--- src/rtl/cpu_pkg.sv ---
// Shared encodings for the multi-cycle MIPS control sequencer: FSM states,
// opcodes, datapath mux selects and ALU control derived from the opcode.
package cpu_pkg;

    localparam logic [2:0] S_IDLE   = 3'd0;
    localparam logic [2:0] S_FETCH  = 3'd1;
    localparam logic [2:0] S_DECODE = 3'd2;
    localparam logic [2:0] S_EXEC   = 3'd3;
    localparam logic [2:0] S_MEM    = 3'd4;
    localparam logic [2:0] S_WB     = 3'd5;
    localparam logic [2:0] S_ERR    = 3'd6;

    localparam logic [2:0] OP_ADD  = 3'b000;
    localparam logic [2:0] OP_SLI  = 3'b001;
    localparam logic [2:0] OP_J    = 3'b010;
    localparam logic [2:0] OP_JAL  = 3'b011;
    localparam logic [2:0] OP_LW   = 3'b100;
    localparam logic [2:0] OP_SW   = 3'b101;
    localparam logic [2:0] OP_BEQ  = 3'b110;
    localparam logic [2:0] OP_ADDI = 3'b111;

    localparam logic [1:0] PC_PLUS1  = 2'b00;
    localparam logic [1:0] PC_JUMP   = 2'b01;
    localparam logic [1:0] PC_BRANCH = 2'b10;

    localparam logic [1:0] DST_RT   = 2'b00;
    localparam logic [1:0] DST_RD   = 2'b01;
    localparam logic [1:0] DST_LINK = 2'b10;

    localparam logic [1:0] M2R_ALU = 2'b00;
    localparam logic [1:0] M2R_MEM = 2'b01;
    localparam logic [1:0] M2R_PC  = 2'b10;

    localparam logic [1:0] ALU_ADD = 2'b00;
    localparam logic [1:0] ALU_SUB = 2'b01;
    localparam logic [1:0] ALU_SHL = 2'b10;
    localparam logic [1:0] ALU_IMM = 2'b11;

    typedef struct packed {
        logic [1:0] op;
        logic       src;
        logic       sext;
    } alu_ctl_t;

    // Jumps still drive a benign add so the ALU inputs never float.
    function automatic alu_ctl_t alu_ctl(input logic [2:0] opcode);
        alu_ctl_t c;
        case (opcode)
            OP_SLI:                 c = '{op: ALU_SHL, src: 1'b1, sext: 1'b0};
            OP_BEQ:                 c = '{op: ALU_SUB, src: 1'b0, sext: 1'b1};
            OP_LW, OP_SW, OP_ADDI:  c = '{op: ALU_IMM, src: 1'b1, sext: 1'b1};
            default:                c = '{op: ALU_ADD, src: 1'b0, sext: 1'b1};
        endcase
        return c;
    endfunction

endpackage

--- src/rtl/cpu_mem_wait_timer.sv ---
// Wait-cycle counter shared by the fetch and data-memory phases; flags when a
// request has been outstanding for MEM_TIMEOUT cycles.
module cpu_mem_wait_timer #(
    parameter int MEM_TIMEOUT = 16
) (
    input  logic clk,
    input  logic rst,
    input  logic clear_i,
    input  logic enable_i,
    output logic expired_o
);

    localparam int CW = $clog2(MEM_TIMEOUT);
    localparam logic [CW-1:0] LIMIT = CW'(MEM_TIMEOUT - 1);

    logic [CW-1:0] count_q, count_d;

    always_comb begin
        count_d = count_q;
        if (clear_i) begin
            count_d = '0;
        end else if (enable_i && (count_q != LIMIT)) begin
            count_d = count_q + 1'b1;
        end
    end

    always_ff @(posedge clk or posedge rst) begin
        if (rst) begin
            count_q <= '0;
        end else begin
            count_q <= count_d;
        end
    end

    assign expired_o = (count_q == LIMIT);

endmodule

--- src/rtl/cpu_multicycle_sequencer.sv ---
// Multi-cycle MIPS control FSM: walks each instruction through
// fetch/decode/execute/memory/writeback and drives datapath controls per phase.
module cpu_multicycle_sequencer
    import cpu_pkg::*;
#(
    parameter int MEM_TIMEOUT = 16
) (
    input  logic       clk,
    input  logic       rst,
    input  logic       run,
    input  logic [2:0] cpu_opcode,
    input  logic       alu_zero,
    input  logic       imem_ack,
    input  logic       dmem_ack,
    output logic       imem_req,
    output logic       dmem_rd,
    output logic       dmem_wr,
    output logic       ir_wr,
    output logic       pc_wr,
    output logic [1:0] pc_src,
    output logic       reg_wr,
    output logic [1:0] dest_reg,
    output logic [1:0] mem_to_reg,
    output logic [1:0] alu_opcode,
    output logic       alu_src,
    output logic       sign_or_zero,
    output logic       instr_done,
    output logic       bus_err,
    output logic [2:0] dbg_state
);

    logic [2:0] state_q, state_d;
    logic [2:0] op_q, op_d;
    logic       done;
    logic       wait_enable, wait_clear, wait_expired;
    alu_ctl_t   alu;

    cpu_mem_wait_timer #(.MEM_TIMEOUT(MEM_TIMEOUT)) u_wait_timer (
        .clk       (clk),
        .rst       (rst),
        .clear_i   (wait_clear),
        .enable_i  (wait_enable),
        .expired_o (wait_expired)
    );

    // Every entry into FETCH or MEM is a state change, so that restarts the count.
    assign wait_clear = (state_d != state_q);
    assign alu        = alu_ctl(op_q);
    assign dbg_state  = state_q;

    always_comb begin
        state_d     = state_q;
        op_d        = op_q;
        done        = 1'b0;
        wait_enable = 1'b0;
        case (state_q)
            S_IDLE:   if (run) state_d = S_FETCH;
            S_FETCH: begin
                if (imem_ack) begin
                    state_d = S_DECODE;
                end else begin
                    wait_enable = 1'b1;
                    if (wait_expired) state_d = S_ERR;
                end
            end
            S_DECODE: begin
                op_d    = cpu_opcode;
                state_d = S_EXEC;
            end
            S_EXEC: begin
                case (op_q)
                    OP_J, OP_BEQ: done = 1'b1;
                    OP_LW, OP_SW: state_d = S_MEM;
                    default:      state_d = S_WB;
                endcase
            end
            S_MEM: begin
                if (dmem_ack) begin
                    if (op_q == OP_LW) state_d = S_WB;
                    else               done = 1'b1;
                end else begin
                    wait_enable = 1'b1;
                    if (wait_expired) state_d = S_ERR;
                end
            end
            S_WB:     done = 1'b1;
            default:  state_d = S_ERR;
        endcase
        if (done) state_d = run ? S_FETCH : S_IDLE;
    end

    always_ff @(posedge clk or posedge rst) begin
        if (rst) begin
            state_q <= S_IDLE;
            op_q    <= '0;
        end else begin
            state_q <= state_d;
            op_q    <= op_d;
        end
    end

    always_comb begin
        imem_req     = 1'b0;
        dmem_rd      = 1'b0;
        dmem_wr      = 1'b0;
        ir_wr        = 1'b0;
        pc_wr        = 1'b0;
        pc_src       = PC_PLUS1;
        reg_wr       = 1'b0;
        dest_reg     = DST_RT;
        mem_to_reg   = M2R_ALU;
        alu_opcode   = ALU_ADD;
        alu_src      = 1'b0;
        sign_or_zero = 1'b1;
        instr_done   = done;
        bus_err      = (state_q == S_ERR);
        // ALU controls stay stable from EXEC until the instruction retires.
        if (state_q == S_EXEC || state_q == S_MEM || state_q == S_WB) begin
            alu_opcode   = alu.op;
            alu_src      = alu.src;
            sign_or_zero = alu.sext;
        end
        case (state_q)
            S_FETCH: begin
                imem_req = 1'b1;
                if (imem_ack) begin
                    ir_wr  = 1'b1;
                    pc_wr  = 1'b1;
                    pc_src = PC_PLUS1;
                end
            end
            S_EXEC: begin
                if (op_q == OP_J) begin
                    pc_wr  = 1'b1;
                    pc_src = PC_JUMP;
                end else if (op_q == OP_BEQ) begin
                    pc_wr  = alu_zero;
                    pc_src = PC_BRANCH;
                end
            end
            S_MEM: begin
                dmem_rd = (op_q == OP_LW);
                dmem_wr = (op_q == OP_SW);
            end
            S_WB: begin
                reg_wr = 1'b1;
                case (op_q)
                    OP_ADD: dest_reg = DST_RD;
                    OP_LW:  mem_to_reg = M2R_MEM;
                    OP_JAL: begin
                        dest_reg   = DST_LINK;
                        mem_to_reg = M2R_PC;
                        pc_wr      = 1'b1;
                        pc_src     = PC_JUMP;
                    end
                    default: ;
                endcase
            end
            default: ;
        endcase
    end

endmodule

--- config.mk ---
export PLATFORM = sky130hd
export DESIGN_NAME = cpu_multicycle_sequencer
export DESIGN_NICKNAME = d
export VERILOG_FILES = /design/src/rtl/cpu_pkg.sv /design/src/rtl/cpu_mem_wait_timer.sv /design/src/rtl/cpu_multicycle_sequencer.sv
export SDC_FILE = /design/constraint.sdc
export NUM_CORES = 1
export LEC_CHECK = 0
export ABC_CLOCK_PERIOD_IN_PS = 1450
export CORE_MARGIN = 1.5
export CORE_UTILIZATION = 41
export CTS_CLUSTER_DIAMETER = 200
export DETAILED_ROUTE_END_ITERATION = 12
export PLACE_DENSITY = 0.73
export SLEW_MARGIN = 10
export SYNTH_ARGS = -nofsm -noshare
export SYNTH_HDL_FRONTEND = slang
export SYNTH_SLANG_ARGS = --single-unit
--- constraint.sdc ---
create_clock -name clk -period 1.45 [get_ports clk]
set_input_delay 0.3625 -clock clk [delete_from_list [all_inputs] [get_ports clk]]
set_output_delay 0.3625 -clock clk [all_outputs]
set_load 0.05 [all_outputs]
==> results of run 1 <==
==> per-stage QoR <==
step	instances	instance area [sq um]	worst slack (ns)	hold WS, ns
after global placement	211	1900	-0.426	0.611
after floorplan	115	1100	-0.636	0.202
after detailed placement	211	1900	-0.475	0.644
==> cells by family after synthesis <==
kind of cell | count (synthesis) | share of synthesized area, %
simple gates | 56 | 33.3
compound gates | 27 | 21.7
xor+xnor | 3 | 2.81
buf+inv | 12 | 7.35
mux | 6 | 6.82
flops | 10 | 26.7
fa+ha+maj | 1 | 1.34
==> metrics.txt, run 1 <==
# TYPE chip_impl_metric gauge
chip_impl_info{name="status",value="aborted with a tool error"} 1
chip_impl_info{name="outcome.stop_stage",value="4_1_cts"} 1
chip_impl_info{name="stop_error",value="[ERROR DPL-0038] Utilization greater than 100%, impossible to legalize"} 1
chip_impl_metric{name="number_of_flops_mapped_to_enable_cells_by_yosys",unit=""} 0
chip_impl_metric{name="yosys_warnings",unit=""} 0
chip_impl_info{name="synth.cells.most_frequent",value="14 x sky130_fd_sc_hd__nor2_1, 10 x sky130_fd_sc_hd__dfrtp_1, 9 x sky130_fd_sc_hd__nand2_1"} 1
chip_impl_metric{name="holdBufCountCts",unit=""} 0
chip_impl_metric{name="dp_wirelength",unit="microns"} 2970
chip_impl_metric{name="die_h",unit="microns"} 50.8
chip_impl_metric{name="floorplan.io_pins",unit=""} 30
chip_impl_metric{name="place.port_buffers",unit=""} 29
chip_impl_metric{name="synth_top_cell_area_share",unit="%"} 26.7
chip_impl_metric{name="sink_count_of_the_clock_tree",unit=""} 10
chip_impl_metric{name="net_count_of_the_mapped_netlist",unit=""} 125
chip_impl_metric{name="floorplan.initialDensity",unit="%"} 42.7
chip_impl_info{name="synth_area_leader_cell",value="sky130_fd_sc_hd__dfrtp_1"} 1
chip_impl_info{name="synth.most_common_cell",value="sky130_fd_sc_hd__nor2_1"} 1
chip_impl_metric{name="synth.yosys.seq_area_share",unit="%"} 26.7
chip_impl_metric{name="async_reset_ff_share",unit="%"} 100
chip_impl_metric{name="netlist_instances",unit=""} 115
chip_impl_metric{name="synth_cell_types",unit=""} 42
chip_impl_info{name="synthFlopType",value="sky130_fd_sc_hd__dfrtp_1"} 1
chip_impl_metric{name="clk_path_buf_depth",unit=""} 2
chip_impl_info{name="ctsRootBufferMaster",value="sky130_fd_sc_hd__clkbuf_4"} 1
chip_impl_metric{name="cell_area_after_synthesis",unit="sq um"} 936
chip_impl_metric{name="synth.ff_latch_count",unit=""} 10
chip_impl_info{name="yosys-top-cells-area",value="sky130_fd_sc_hd__dfrtp_1 27%, sky130_fd_sc_hd__nor2_1 5.6%, sky130_fd_sc_hd__o21ai_0 4.3%"} 1
chip_impl_metric{name="fp-row-count",unit=""} 17
chip_impl_metric{name="cts_buffers",unit=""} 3
chip_impl_metric{name="die_w",unit="microns"} 50.8
chip_impl_metric{name="cts_post_setup_buffers_inserted",unit=""} 21
chip_impl_metric{name="htree_levels",unit=""} 1
chip_impl_metric{name="gp_congestion",unit=""} 0.902
chip_impl_metric{name="synth.avg_cell_area",unit="sq um"} 8.14
chip_impl_metric{name="post_cts_resize_count",unit=""} 64
==> run 2: changes to the inputs <==
--- a/config.mk
+++ b/config.mk
@@ -5,12 +5,11 @@
 export SDC_FILE = /design/constraint.sdc
 export NUM_CORES = 1
 export LEC_CHECK = 0
-export ABC_CLOCK_PERIOD_IN_PS = 1450
-export CORE_MARGIN = 1.5
-export CORE_UTILIZATION = 41
-export CTS_CLUSTER_DIAMETER = 200
+export ABC_CLOCK_PERIOD_IN_PS = 1900
+export CORE_AREA = 2 2 63 65
 export DETAILED_ROUTE_END_ITERATION = 12
-export PLACE_DENSITY = 0.73
+export DIE_AREA = 0 0 65 67
+export PLACE_DENSITY_LB_ADDON = 0.15
 export SLEW_MARGIN = 10
 export SYNTH_ARGS = -nofsm -noshare
 export SYNTH_HDL_FRONTEND = slang
==> constraint.sdc (replaced) <==
create_clock -name clk -period 1.9 [get_ports clk]
set_input_delay 0.475 -clock clk [delete_from_list [all_inputs] [get_ports clk]]
set_output_delay 0.475 -clock clk [all_outputs]
set_load 0.05 [all_outputs]
==> run 2 against run 1 <==
Effect of this change:
- the flow now finishes, with violations (negative setup slack)
- synthesized area unchanged
- synthesized cell count unchanged
==> metrics.txt, run 2 <==
# TYPE chip_impl_metric gauge
chip_impl_metric{name="synth_cell_types",unit=""} 42
chip_impl_metric{name="grt_use_met1",unit="%"} 17.5
chip_impl_metric{name="die_w",unit="microns"} 65
chip_impl_metric{name="worstPathMaxFanout",unit=""} 3
chip_impl_info{name="failing_checks",value="negative setup slack"} 1
chip_impl_metric{name="cell_area_after_synthesis",unit="sq um"} 936
chip_impl_info{name="status",value="complete, but fails checks"} 1
chip_impl_metric{name="drv_slew",unit=""} 0
chip_impl_metric{name="grt_pass1_vias",unit=""} 1067
chip_impl_metric{name="netlist_instances",unit=""} 115
chip_impl_metric{name="cp_data_required_time",unit="ns"} 1.42
chip_impl_metric{name="synth.avg_cell_area",unit="sq um"} 8.14
chip_impl_metric{name="net_count_of_the_mapped_netlist",unit=""} 125
chip_impl_info{name="hold_crit_path_type",value="in -> async"} 1
chip_impl_info{name="grt_busiest_layer",value="met2"} 1
chip_impl_metric{name="die_h",unit="microns"} 67
chip_impl_metric{name="async_reset_ff_share",unit="%"} 100
chip_impl_metric{name="placedInstanceArea",unit="sq um"} 1770
chip_impl_metric{name="groute.layer.met3.usage",unit="%"} 2.03
chip_impl_metric{name="max_slew.worst_pin.slew",unit="ns"} 0.395
chip_impl_metric{name="clk_path_buf_depth",unit=""} 2
chip_impl_metric{name="maximum_number_of_pins_on_one_net_before_global_route_repair",unit=""} 16
chip_impl_metric{name="drtAntennaViolNets",unit=""} 0
chip_impl_info{name="worstPathCellList",value="inv_2 > nor2_4 > nand2_2 > inv_4 > and3_4 > or3_4 > buf_8"} 1
chip_impl_metric{name="grt_pass1_wl",unit="microns"} 5010
chip_impl_info{name="unrepaired_setup_endpoints_after_global_routing",value="yes"} 1
chip_impl_metric{name="dpl.cell_count",unit=""} 211
chip_impl_metric{name="place.port_buffers",unit=""} 29
chip_impl_metric{name="num_antenna_cells",unit=""} 0
chip_impl_metric{name="number_of_flops_mapped_to_enable_cells_by_yosys",unit=""} 0
chip_impl_metric{name="drcViolationCount",unit=""} 0
chip_impl_metric{name="synth_top_cell_area_share",unit="%"} 26.7
chip_impl_metric{name="final_critical_path_setup_slack",unit="ns"} -0.146
chip_impl_metric{name="area_growth_syn_to_layout",unit="%"} 119
chip_impl_info{name="ctsRootBufferMaster",value="sky130_fd_sc_hd__clkbuf_8"} 1
chip_impl_metric{name="htree_levels",unit=""} 1
chip_impl_info{name="endpoint_kind",value="primary output"} 1
chip_impl_info{name="crit_slowest_cell",value="sky130_fd_sc_hd__dfrtp_2"} 1
chip_impl_metric{name="hold_violations",unit=""} 0
chip_impl_info{name="synth_area_leader_cell",value="sky130_fd_sc_hd__dfrtp_1"} 1
chip_impl_info{name="crit_path_start_kind",value="flip-flop"} 1
chip_impl_info{name="mostFrequentLayoutCells",value="28 x sky130_fd_sc_hd__buf_4, 20 x sky130_fd_sc_hd__buf_12, 12 x sky130_fd_sc_hd__buf_6"} 1
chip_impl_info{name="most_common_cell_after_layout_fill_and_taps_aside",value="sky130_fd_sc_hd__buf_4"} 1
chip_impl_metric{name="drive_gt1_share",unit="%"} 60.8
chip_impl_metric{name="floorplan.die_area",unit="sq um"} 4360
chip_impl_metric{name="place_worst_setup_slack",unit="ns"} -0.204
chip_impl_metric{name="vdd_ir_drop_max",unit="uV"} 640
chip_impl_info{name="worst_r2r_endpoint",value="u_wait_timer.count_q[3]"} 1
chip_impl_metric{name="setup_violations",unit=""} 7
chip_impl_info{name="crit_family",value="simple AND/OR/NAND/NOR gates"} 1
chip_impl_metric{name="layoutNonFillerInstCount",unit=""} 229
chip_impl_metric{name="max_cap_viol",unit=""} 0
chip_impl_metric{name="leakage_power",unit="nW"} 0.870
chip_impl_metric{name="dp_wirelength",unit="microns"} 2260
chip_impl_metric{name="core-area",unit="sq um"} 3610
chip_impl_info{name="synth.most_common_cell",value="sky130_fd_sc_hd__nor2_1"} 1
chip_impl_info{name="tritoncts",value="done"} 1
chip_impl_metric{name="detailedRoute.firstIterationViolations",unit=""} 26
chip_impl_metric{name="wire_length_per_cell_after_detailed_routing",unit="microns"} 12.8
chip_impl_metric{name="power.density_cell_area",unit="nW/um^2"} 1410
chip_impl_metric{name="utilization",unit="%"} 56.9
chip_impl_metric{name="timing.fmax",unit="MHz"} 489
chip_impl_metric{name="r2r.worst_path.cells",unit=""} 13
chip_impl_metric{name="floorplan.initialDensity",unit="%"} 26.0
chip_impl_info{name="largest-register",value="u_wait_timer.count_q"} 1
chip_impl_metric{name="floorplan.io_pins",unit=""} 30
chip_impl_metric{name="global_route_track_usage_on_met2",unit="%"} 27.2
chip_impl_info{name="worstReg2RegStart",value="dbg_state[0]"} 1
chip_impl_metric{name="antenna_found_initial",unit=""} 0
chip_impl_info{name="timing.critical_path.to",value="pc_wr"} 1
chip_impl_metric{name="fin_nets",unit=""} 192
chip_impl_metric{name="pnr_total_power",unit="W"} 0.00289
chip_impl_metric{name="largest_register_ff_count",unit=""} 4
chip_impl_metric{name="yosys_warnings",unit=""} 0
chip_impl_metric{name="groute.usage.overall",unit="%"} 14.9
chip_impl_info{name="crit_type",value="reg -> out"} 1
chip_impl_metric{name="fp-row-count",unit=""} 22
chip_impl_metric{name="synth.yosys.seq_area_share",unit="%"} 26.7
chip_impl_metric{name="fill_cells",unit=""} 318
chip_impl_metric{name="sink_count_of_the_clock_tree",unit=""} 10
chip_impl_metric{name="vias",unit=""} 1078
chip_impl_metric{name="critPathBufInv",unit=""} 3
chip_impl_metric{name="cts_buffers",unit=""} 3
chip_impl_metric{name="insertion_delay",unit="ns"} 0.24
chip_impl_info{name="critPathLaunch",value="dbg_state[0]"} 1
chip_impl_metric{name="drt_pass1_iterations",unit=""} 4
chip_impl_metric{name="slew_headroom",unit="%"} 73.7
chip_impl_metric{name="detail_route.wirelength",unit="microns"} 2920
chip_impl_metric{name="worst-path-stages",unit=""} 7
chip_impl_metric{name="clock-skew-final",unit="ns"} 0.000492
chip_impl_metric{name="min_period",unit="ns"} 2.05
chip_impl_metric{name="synth.ff_latch_count",unit=""} 10
chip_impl_metric{name="timing.critical_path.slowest_cell_delay",unit="ns"} 0.43
chip_impl_metric{name="post-route-period-util",unit="%"} 108
chip_impl_metric{name="gp_congestion",unit=""} 0.886
chip_impl_info{name="yosys-top-cells-area",value="sky130_fd_sc_hd__dfrtp_1 27%, sky130_fd_sc_hd__nor2_1 5.6%, sky130_fd_sc_hd__o21ai_0 4.3%"} 1
chip_impl_metric{name="cts.reportedPaths.clkPinSlew",unit="ns"} 0.05
chip_impl_metric{name="vias_per_cell",unit=""} 4.71
chip_impl_metric{name="global_route_overflow",unit=""} 0
chip_impl_info{name="synthFlopType",value="sky130_fd_sc_hd__dfrtp_1"} 1
chip_impl_metric{name="flop2flop_setup_slack",unit="ns"} 0.05
chip_impl_metric{name="worst-endpoint-arrival",unit="ns"} 1.57
chip_impl_metric{name="postLayoutCellArea",unit="sq um"} 2050
chip_impl_info{name="synth.cells.most_frequent",value="14 x sky130_fd_sc_hd__nor2_1, 10 x sky130_fd_sc_hd__dfrtp_1, 9 x sky130_fd_sc_hd__nand2_1"} 1
run 2: how the worst min path moves through the flow:
stage	start	end	cells past startpoint
after global placement	u_wait_timer.count_q[1]	u_wait_timer.count_q[1]	2
final	rst	op_q[0]	2
after global routing	rst	u_wait_timer.count_q[1]	2
after floorplan	rst	op_q[0]	1
after CTS	rst	u_wait_timer.count_q[1]	2
after detailed placement	u_wait_timer.count_q[0]	u_wait_timer.count_q[0]	2
run 2: cell type report:
class / instances / area, sq um / share of cell area (%)
clock buffer: 4 / 45.0 / 2.20
inverter: 5 / 21.3 / 1.04
multi-input combinational: 93 / 827 / 40.3
sequential: 10 / 255 / 12.4
tap: 48 / 60.1 / 2.93
timing repair buffer: 69 / 842 / 41.1
run 2: through the flow:
stage / hold slack (ns) / setup TNS (ns)
floorplan: 0.315 / -1.55
global placement: 0.545 / -0.787
detailed placement: 0.562 / -0.796
CTS: 0.531 / -0.905
global route: 0.556 / -1.50
finish: 0.518 / -0.635
run 2: cell families after synthesis:
logic type / synth area share, %
AND/OR/NAND/NOR: 33.3
buffers and inverters: 7.35
adder cells (fa/ha/maj): 1.34
XOR/XNOR: 2.81
AO/OA/AOI/OAI: 21.7
multiplexers: 6.82
flip-flops: 26.7
run 2: what timing repair did:
action	4_1_cts	5_1_grt
hold endpoints to repair	0	0
gates resized for setup	11	29
pin swaps	4	9
endpoints found under the setup margin	13	17
buffers inserted	9	6
hold buffers	0	0
run 2: worst reg2reg max path, delay by kind of cell (launching register included):
kind            cells  cell delay [ns]
simple gates        1             0.07
buf+inv             9             1.05
compound gates      3             0.24
flops               1             0.40
run 2: report_power, final:
part	internal, W	leakage (nW)	switching (W)
registers	0.000287	0.121	0.000109
clock network	0.000147	0.0228	0.0000830
logic	0.00113	0.726	0.00114
total	0.00156	0.870	0.00133
run 2: per-layer routing:
layer / part of all wire, % / up-vias / wire length, microns
li1: - / 541 / -
met1: 41 / 503 / 1210
met5: 0 / - / 0
met3: 3.5 / 5 / 103
met4: 1.7 / 0 / 49
met2: 53 / 29 / 1560
(Power assumes the default switching activity.)
==> run 3: changes to the inputs <==
--- a/config.mk
+++ b/config.mk
@@ -13,4 +13,5 @@
 export SLEW_MARGIN = 10
 export SYNTH_ARGS = -nofsm -noshare
 export SYNTH_HDL_FRONTEND = slang
+export SYNTH_HIERARCHICAL = 1
 export SYNTH_SLANG_ARGS = --single-unit
==> run 3 against run 2 <==
Effect of this change:
- the flow still finishes with violations (negative setup slack)
- die area is the same
- sequential power decreased by 46%
- power is 82% lower
- clock skew increased by 0.0012 ns
- final cell count increased by 1.7%
- highest routed layer unchanged
- largest cell class unchanged
- non-clock buffer count grew 15
- sequential cell count stayed put
- cell area up 4.1%
- via count up 1.5%
==> metrics.txt, run 3 <==
# TYPE chip_impl_metric gauge
chip_impl_info{name="crit_family",value="multiplexers"} 1
chip_impl_metric{name="power.density_cell_area",unit="nW/um^2"} 243
chip_impl_metric{name="met2_layer_wire_length_in_the_routed_design",unit="microns"} 1820
chip_impl_metric{name="dpl.cell_count",unit=""} 211
chip_impl_metric{name="floorplan.io_pins",unit=""} 30
chip_impl_metric{name="netSwitchingFraction",unit="%"} 19.0
chip_impl_metric{name="floorplan.initialDensity",unit="%"} 23.7
chip_impl_metric{name="power_frac_seq",unit="%"} 41.5
chip_impl_metric{name="post-route-period-util",unit="%"} 110
chip_impl_info{name="most_common_cell_after_layout_fill_and_taps_aside",value="sky130_fd_sc_hd__buf_4"} 1
chip_impl_metric{name="worstPathMaxFanout",unit=""} 5
chip_impl_metric{name="final_critical_path_setup_slack",unit="ns"} -0.190
chip_impl_info{name="crit_type",value="reg -> reg"} 1
chip_impl_metric{name="synth_cell_types",unit=""} 41
chip_impl_metric{name="drv_slew",unit=""} 0
chip_impl_metric{name="drcViolationCount",unit=""} 0
chip_impl_metric{name="floorplan.die_area",unit="sq um"} 4360
chip_impl_info{name="endpoint_kind",value="flip-flop"} 1
chip_impl_metric{name="fin_nets",unit=""} 196
chip_impl_info{name="yosys-top-cells-area",value="sky130_fd_sc_hd__dfrtp_1 29%, sky130_fd_sc_hd__and3_1 5.1%, sky130_fd_sc_hd__nand2_1 3.9%"} 1
chip_impl_metric{name="gp_congestion",unit=""} 0.792
chip_impl_metric{name="async_reset_ff_share",unit="%"} 100
chip_impl_info{name="synth_area_leader_cell",value="sky130_fd_sc_hd__dfrtp_1"} 1
chip_impl_metric{name="clk_path_buf_depth",unit=""} 2
chip_impl_metric{name="place.port_buffers",unit=""} 29
chip_impl_metric{name="min_period",unit="ns"} 2.09
chip_impl_metric{name="route.met3.wl",unit="microns"} 129
chip_impl_metric{name="totalNegativeSetupSlack",unit="ns"} -1.42
chip_impl_metric{name="timing.fmax",unit="MHz"} 479
chip_impl_metric{name="synth_top_cell_area_share",unit="%"} 29.2
chip_impl_metric{name="sink_count_of_the_clock_tree",unit=""} 10
chip_impl_metric{name="synth.ff_latch_count",unit=""} 10
chip_impl_info{name="synth.most_common_cell",value="sky130_fd_sc_hd__dfrtp_1"} 1
chip_impl_metric{name="slew_headroom",unit="%"} 79.7
chip_impl_metric{name="hold_violations",unit=""} 0
chip_impl_metric{name="cp_data_required_time",unit="ns"} 2.02
chip_impl_metric{name="cts_buffers",unit=""} 3
chip_impl_metric{name="num_antenna_cells",unit=""} 0
chip_impl_metric{name="insertion_delay",unit="ns"} 0.24
chip_impl_metric{name="leakage_power",unit="nW"} 0.950
chip_impl_metric{name="core-area",unit="sq um"} 3610
chip_impl_info{name="largest-register",value="u_wait_timer/count_q"} 1
chip_impl_metric{name="cell_internal_pwr",unit="W"} 0.000420
chip_impl_info{name="hold_crit_path_type",value="in -> async"} 1
chip_impl_info{name="status",value="complete, but fails checks"} 1
chip_impl_info{name="crit_slowest_cell",value="sky130_fd_sc_hd__dfrtp_2"} 1
chip_impl_metric{name="power.net_switching",unit="W"} 0.0000983
chip_impl_metric{name="max_slew.worst_pin.slew",unit="ns"} 0.303
chip_impl_metric{name="cts.reportedPaths.clkPinSlew",unit="ns"} 0.05
chip_impl_metric{name="fp-row-count",unit=""} 22
chip_impl_metric{name="place_worst_setup_slack",unit="ns"} -0.509
chip_impl_metric{name="layoutNonFillerInstCount",unit=""} 233
chip_impl_metric{name="utilization",unit="%"} 59.2
chip_impl_metric{name="detail_route.wirelength",unit="microns"} 3290
chip_impl_metric{name="drt_pass1_iterations",unit=""} 4
chip_impl_metric{name="number_of_flops_mapped_to_enable_cells_by_yosys",unit=""} 0
chip_impl_info{name="mostFrequentLayoutCells",value="38 x sky130_fd_sc_hd__buf_4, 19 x sky130_fd_sc_hd__buf_12, 18 x sky130_fd_sc_hd__buf_6"} 1
chip_impl_metric{name="maximum_number_of_pins_on_one_net_before_global_route_repair",unit=""} 8
chip_impl_info{name="synthFlopType",value="sky130_fd_sc_hd__dfrtp_1"} 1
chip_impl_metric{name="largest_register_ff_count",unit=""} 4
chip_impl_metric{name="synth.avg_cell_area",unit="sq um"} 8.39
chip_impl_metric{name="setup_violations",unit=""} 12
chip_impl_metric{name="area_growth_syn_to_layout",unit="%"} 150
chip_impl_metric{name="dp_wirelength",unit="microns"} 2400
chip_impl_metric{name="vdd_ir_drop_max",unit="uV"} 310
chip_impl_metric{name="clock-skew-final",unit="ns"} 0.00172
chip_impl_metric{name="drive_gt1_share",unit="%"} 70.3
chip_impl_metric{name="wire_length_per_cell_after_detailed_routing",unit="microns"} 14.1
chip_impl_metric{name="max_cap_viol",unit=""} 0
chip_impl_metric{name="yosys_warnings",unit=""} 6
chip_impl_metric{name="die_h",unit="microns"} 67
chip_impl_info{name="unrepaired_setup_endpoints_after_global_routing",value="yes"} 1
chip_impl_metric{name="synth.yosys.seq_area_share",unit="%"} 29.2
chip_impl_metric{name="groute.usage.overall",unit="%"} 16.1
chip_impl_metric{name="critPathBufInv",unit=""} 1
chip_impl_metric{name="grt_pass1_vias",unit=""} 1175
chip_impl_metric{name="htree_levels",unit=""} 1
chip_impl_info{name="synth.cells.most_frequent",value="10 x sky130_fd_sc_hd__dfrtp_1, 9 x sky130_fd_sc_hd__nand2_1, 8 x sky130_fd_sc_hd__nor2_1"} 1
chip_impl_metric{name="drtAntennaViolNets",unit=""} 0
chip_impl_metric{name="worst-endpoint-arrival",unit="ns"} 2.21
chip_impl_info{name="route.top_layer_used",value="met4"} 1
chip_impl_metric{name="p_comb_share",unit="%"} 7.7
chip_impl_metric{name="grt_pass1_wl",unit="microns"} 5380
chip_impl_info{name="failing_checks",value="negative setup slack"} 1
chip_impl_metric{name="route.layer.met1.wl",unit="microns"} 1260
chip_impl_metric{name="die_w",unit="microns"} 65
chip_impl_metric{name="timing.critical_path.slowest_cell_delay",unit="ns"} 0.43
chip_impl_metric{name="netlist_instances",unit=""} 102
chip_impl_metric{name="clockPowerShare",unit="%"} 50.7
chip_impl_info{name="tritoncts",value="done"} 1
chip_impl_metric{name="global_route_overflow",unit=""} 0
chip_impl_info{name="crit_path_start_kind",value="flip-flop"} 1
chip_impl_info{name="worstPathCellList",value="buf_6 > nor3b_4 > o21a_2 > a21o_1 > a22o_1 > mux2i_4 > nor2b_1 > mux2_4"} 1
chip_impl_metric{name="detailedRoute.firstIterationViolations",unit=""} 24
chip_impl_info{name="ctsRootBufferMaster",value="sky130_fd_sc_hd__clkbuf_8"} 1
chip_impl_metric{name="cell_area_after_synthesis",unit="sq um"} 856
chip_impl_metric{name="vias_per_cell",unit=""} 4.70
chip_impl_metric{name="antenna_found_initial",unit=""} 0
chip_impl_metric{name="vias",unit=""} 1094
chip_impl_metric{name="net_count_of_the_mapped_netlist",unit=""} 112
## run 3: area by class of cell
type	instances	area, sq um
Clock buffer	4	55.1
Fill cell	293	1470
Inverter	7	26.3
Multi-Input combinational cell	80	778
Sequential cell	10	256
Tap cell	48	60.1
Timing Repair Buffer	84	960
## run 3: timing repair
item	in CTS	in global routing
pin swaps	12	13
hold buffers	0	0
resized for setup	44	14
endpoints found under the hold margin	0	0
buffers inserted	13	6
setup endpoints to repair	19	20
## run 3: kinds of logic (layout without fill, tap and decap cells)
group           after synthesis  count (layout)  synth area share [%]
simple gates                 50              50                  36.1
compound gates               23              23                  18.9
buf+inv                      12              95                  6.43
flops                        10              10                  29.2
mux                           6               6                  7.89
fa+ha+maj                     1               1                  1.46
## run 3: metal layers
layer | global-route usage [%] | vias up
met2 | 29.1 | 33
met3 | 1.69 | 9
met4 | 7.45 | 0
li1 | - | 532
met5 | 0 | -
met1 | 19.1 | 520
## run 3: stage by stage
| step | total power (W) | cell area [sq um] | hold slack [ns] |
|---|---|---|---|
| 2_1_floorplan | 0.000229 | 986 | 0.241 |
| 3_3_place_gp | 0.000256 | 1760 | 0.572 |
| 3_5_place_dp | 0.000256 | 1760 | 0.586 |
| 4_1_cts | 0.000523 | 2040 | 0.464 |
| 5_1_grt | 0.000536 | 2140 | 0.482 |
| 6_report | 0.000518 | 2140 | 0.455 |
## run 3: worst paths after layout
path / from / end / slack (ns) / depth (start not counted)
setup / recovery: op_q[1] / u_wait_timer/count_q[0] / -0.19 / 8
hold / removal: rst / u_wait_timer/count_q[1] / 0.45 / 2
setup reg to reg: op_q[1] / u_wait_timer/count_q[0] / -0.19 / 8
hold reg to reg: u_wait_timer/count_q[3] / u_wait_timer/count_q[3] / 0.63 / 2
max in group asynchronous: rst / op_q[1] / 1.23 / 2
min in group clk: u_wait_timer/count_q[3] / u_wait_timer/count_q[3] / 0.63 / 2
## run 3: power by group through the flow
stage	clock network [W]	registers (W)	logic, W
CTS	0.000270	0.000215	0.0000381
floorplan	0	0.000218	0.0000109
global route	0.000277	0.000215	0.0000441
detailed placement	0	0.000218	0.0000382
finish	0.000263	0.000215	0.0000401
global placement	0	0.000218	0.0000377
==> run 4: changes to the inputs <==
--- a/config.mk
+++ b/config.mk
@@ -9,6 +9,7 @@
 export CORE_AREA = 2 2 63 65
 export DETAILED_ROUTE_END_ITERATION = 12
 export DIE_AREA = 0 0 65 67
+export DONT_BUFFER_PORTS = 1
 export PLACE_DENSITY_LB_ADDON = 0.15
 export SLEW_MARGIN = 10
 export SYNTH_ARGS = -nofsm -noshare
==> run 4 against run 3 <==
Effect of this change:
- the run still ends with negative setup slack left
- utilization fell by 7.6 points
- clock power fell by 16%
- die area did not move
- global-route usage fell by 1.7 points
- power fell by 12%
- final cell count fell by 5.2%
- worst setup slack improved by 0.021 ns
- clock skew rose by 0.0013 ns
==> metrics.txt, run 4 (synthesized netlist as in run 3, its figures left out) <==
# TYPE chip_impl_metric gauge
chip_impl_metric{name="r2r.worst_path.cells",unit=""} 9
chip_impl_metric{name="p_comb_share",unit="%"} 4.6
chip_impl_metric{name="max_slew.worst_pin.slew",unit="ns"} 0.312
chip_impl_metric{name="power.density_cell_area",unit="nW/um^2"} 246
chip_impl_metric{name="num_antenna_cells",unit=""} 0
chip_impl_metric{name="layoutNonFillerInstCount",unit=""} 221
chip_impl_metric{name="drt_pass1_iterations",unit=""} 4
chip_impl_metric{name="floorplan.initialDensity",unit="%"} 23.7
chip_impl_metric{name="global_route_overflow",unit=""} 0
chip_impl_metric{name="area_growth_syn_to_layout",unit="%"} 118
chip_impl_info{name="most_common_cell_after_layout_fill_and_taps_aside",value="sky130_fd_sc_hd__buf_4"} 1
chip_impl_metric{name="placedInstanceArea",unit="sq um"} 1450
chip_impl_info{name="hold_crit_path_type",value="in -> async"} 1
chip_impl_metric{name="power_frac_seq",unit="%"} 46.9
chip_impl_metric{name="min_period",unit="ns"} 2.07
chip_impl_metric{name="drcViolationCount",unit=""} 0
chip_impl_metric{name="largest_register_ff_count",unit=""} 4
chip_impl_metric{name="post-route-period-util",unit="%"} 109
chip_impl_metric{name="postLayoutCellArea",unit="sq um"} 1860
chip_impl_info{name="mostFrequentLayoutCells",value="47 x sky130_fd_sc_hd__buf_4, 14 x sky130_fd_sc_hd__buf_6, 7 x sky130_fd_sc_hd__and3_4"} 1
chip_impl_metric{name="worstPathMaxFanout",unit=""} 3
chip_impl_metric{name="detailedRoute.firstIterationViolations",unit=""} 34
chip_impl_metric{name="vdd_ir_drop_max",unit="uV"} 206
chip_impl_metric{name="setup_violations",unit=""} 14
chip_impl_metric{name="vias",unit=""} 1036
chip_impl_metric{name="slew_headroom",unit="%"} 79.1
chip_impl_info{name="crit_type",value="reg -> out"} 1
chip_impl_info{name="crit_path_start_kind",value="flip-flop"} 1
chip_impl_metric{name="timing.fmax",unit="MHz"} 483
chip_impl_metric{name="worst-endpoint-arrival",unit="ns"} 1.59
chip_impl_metric{name="htree_levels",unit=""} 1
chip_impl_metric{name="floorplan.io_pins",unit=""} 30
chip_impl_metric{name="dp_wirelength",unit="microns"} 2180
chip_impl_metric{name="fin_nets",unit=""} 184
chip_impl_metric{name="drv_slew",unit=""} 0
chip_impl_metric{name="cp_data_required_time",unit="ns"} 1.42
chip_impl_metric{name="wire_length_per_cell_after_detailed_routing",unit="microns"} 13.7
chip_impl_metric{name="cts_buffers",unit=""} 3
chip_impl_metric{name="dpl.cell_count",unit=""} 194
chip_impl_metric{name="grt_pass1_wl",unit="microns"} 4930
chip_impl_metric{name="cell_internal_pwr",unit="W"} 0.000371
chip_impl_metric{name="drive_gt1_share",unit="%"} 71.7
chip_impl_metric{name="maximum_number_of_pins_on_one_net_before_global_route_repair",unit=""} 7
chip_impl_metric{name="grt_pass1_vias",unit=""} 1103
chip_impl_metric{name="power.net_switching",unit="W"} 0.0000877
chip_impl_metric{name="die_h",unit="microns"} 67
chip_impl_info{name="endpoint_kind",value="primary output"} 1
chip_impl_metric{name="final_critical_path_setup_slack",unit="ns"} -0.169
chip_impl_info{name="ctsRootBufferMaster",value="sky130_fd_sc_hd__clkbuf_8"} 1
chip_impl_metric{name="sink_count_of_the_clock_tree",unit=""} 10
chip_impl_metric{name="antenna_found_initial",unit=""} 0
chip_impl_metric{name="core-area",unit="sq um"} 3610
chip_impl_metric{name="place.port_buffers",unit=""} 0
chip_impl_metric{name="max_cap_viol",unit=""} 0
chip_impl_metric{name="utilization",unit="%"} 51.6
chip_impl_metric{name="clock-skew-final",unit="ns"} 0.00299
chip_impl_info{name="largest-register",value="u_wait_timer/count_q"} 1
chip_impl_metric{name="fp-row-count",unit=""} 22
chip_impl_metric{name="vias_per_cell",unit=""} 4.69
chip_impl_metric{name="netSwitchingFraction",unit="%"} 19.1
chip_impl_metric{name="clockPowerShare",unit="%"} 48.5
chip_impl_metric{name="floorplan.die_area",unit="sq um"} 4360
chip_impl_metric{name="groute.usage.overall",unit="%"} 14.4
chip_impl_info{name="failing_checks",value="negative setup slack"} 1
chip_impl_info{name="status",value="complete, but fails checks"} 1
chip_impl_metric{name="insertion_delay",unit="ns"} 0.23
chip_impl_info{name="unrepaired_setup_endpoints_after_global_routing",value="yes"} 1
chip_impl_metric{name="detail_route.wirelength",unit="microns"} 3020
chip_impl_metric{name="hold_violations",unit=""} 0
chip_impl_metric{name="holdBufCountCts",unit=""} 0
chip_impl_metric{name="cts.reportedPaths.clkPinSlew",unit="ns"} 0.05
chip_impl_metric{name="die_w",unit="microns"} 65
chip_impl_metric{name="clk_path_buf_depth",unit=""} 2
chip_impl_info{name="tritoncts",value="done"} 1
chip_impl_metric{name="leakage_power",unit="nW"} 0.844
chip_impl_metric{name="drtAntennaViolNets",unit=""} 0
chip_impl_metric{name="gp_congestion",unit=""} 0.819
[run 4: cell types whose count changed in the layout (fill, tap and decap cells not counted), sizes merged]
cell and delta:
clkdlybuf4s50 -5, buf -4, dlygate4sd2 -3
[run 4: critical path: stages (launching register included)]
cell	delay, ns
sky130_fd_sc_hd__dfrtp_2	0.42
sky130_fd_sc_hd__buf_6	0.12
sky130_fd_sc_hd__nor2b_4	0.12
sky130_fd_sc_hd__and2_4	0.16
sky130_fd_sc_hd__and3_4	0.16
sky130_fd_sc_hd__a211o_4	0.39
[run 4: power by group through the flow]
stage          sequential, W  clock, W  combinational, W
2_1_floorplan       0.000218         0         0.0000109
3_3_place_gp        0.000218         0         0.0000180
3_5_place_dp        0.000218         0         0.0000182
4_1_cts             0.000215  0.000230         0.0000186
5_1_grt             0.000215  0.000244         0.0000234
6_report            0.000215  0.000222         0.0000211
[run 4: through the flow]
stage	hold slack (ns)	power, W	TNS (ns)	setup WS, ns
floorplan	0.241	0.000229	-2.49	-0.381
global placement	0.269	0.000236	-0.199	-0.0928
detailed placement	0.267	0.000236	-0.356	-0.168
CTS	0.0243	0.000464	-1.29	-0.165
global route	0.0192	0.000482	-2.18	-0.228
finish	0.0236	0.000458	-1.12	-0.169
[run 4: final cells by class]
| cell class | instances | area (sq um) |
|---|---|---|
| clock buffer | 4 | 45.0 |
| fill | 316 | 1740 |
| inverter | 7 | 26.3 |
| multi-input combinational | 80 | 781 |
| sequential | 10 | 255 |
| tap | 48 | 60.1 |
| timing repair buffer | 72 | 694 |
[run 4: metal layers]
metal	wire, microns	global-route usage, %
met5	0	0
met4	0	3.99
met3	188	3.55
met2	1640	26.8
met1	1190	16.2
[run 4: repair_timing]
item	CTS	global route
setup endpoints to repair	17	20
resized for setup	36	18
pin swaps	12	13
endpoints found under the hold margin	0	0
buffers inserted	17	7
[run 4: worst paths after layout]
check / from / end / slack, ns
max in group asynchronous: rst / dbg_state[0] / 1.63
worst max-delay path: dbg_state[0] / pc_wr / -0.17
min in group clk: cpu_opcode[0] / op_q[0] / 0.37
worst max register to register: dbg_state[0] / u_wait_timer/count_q[0] / -0.11
worst min-delay path: rst / u_wait_timer/count_q[2] / 0.02
worst min register to register: u_wait_timer/count_q[3] / u_wait_timer/count_q[3] / 0.59
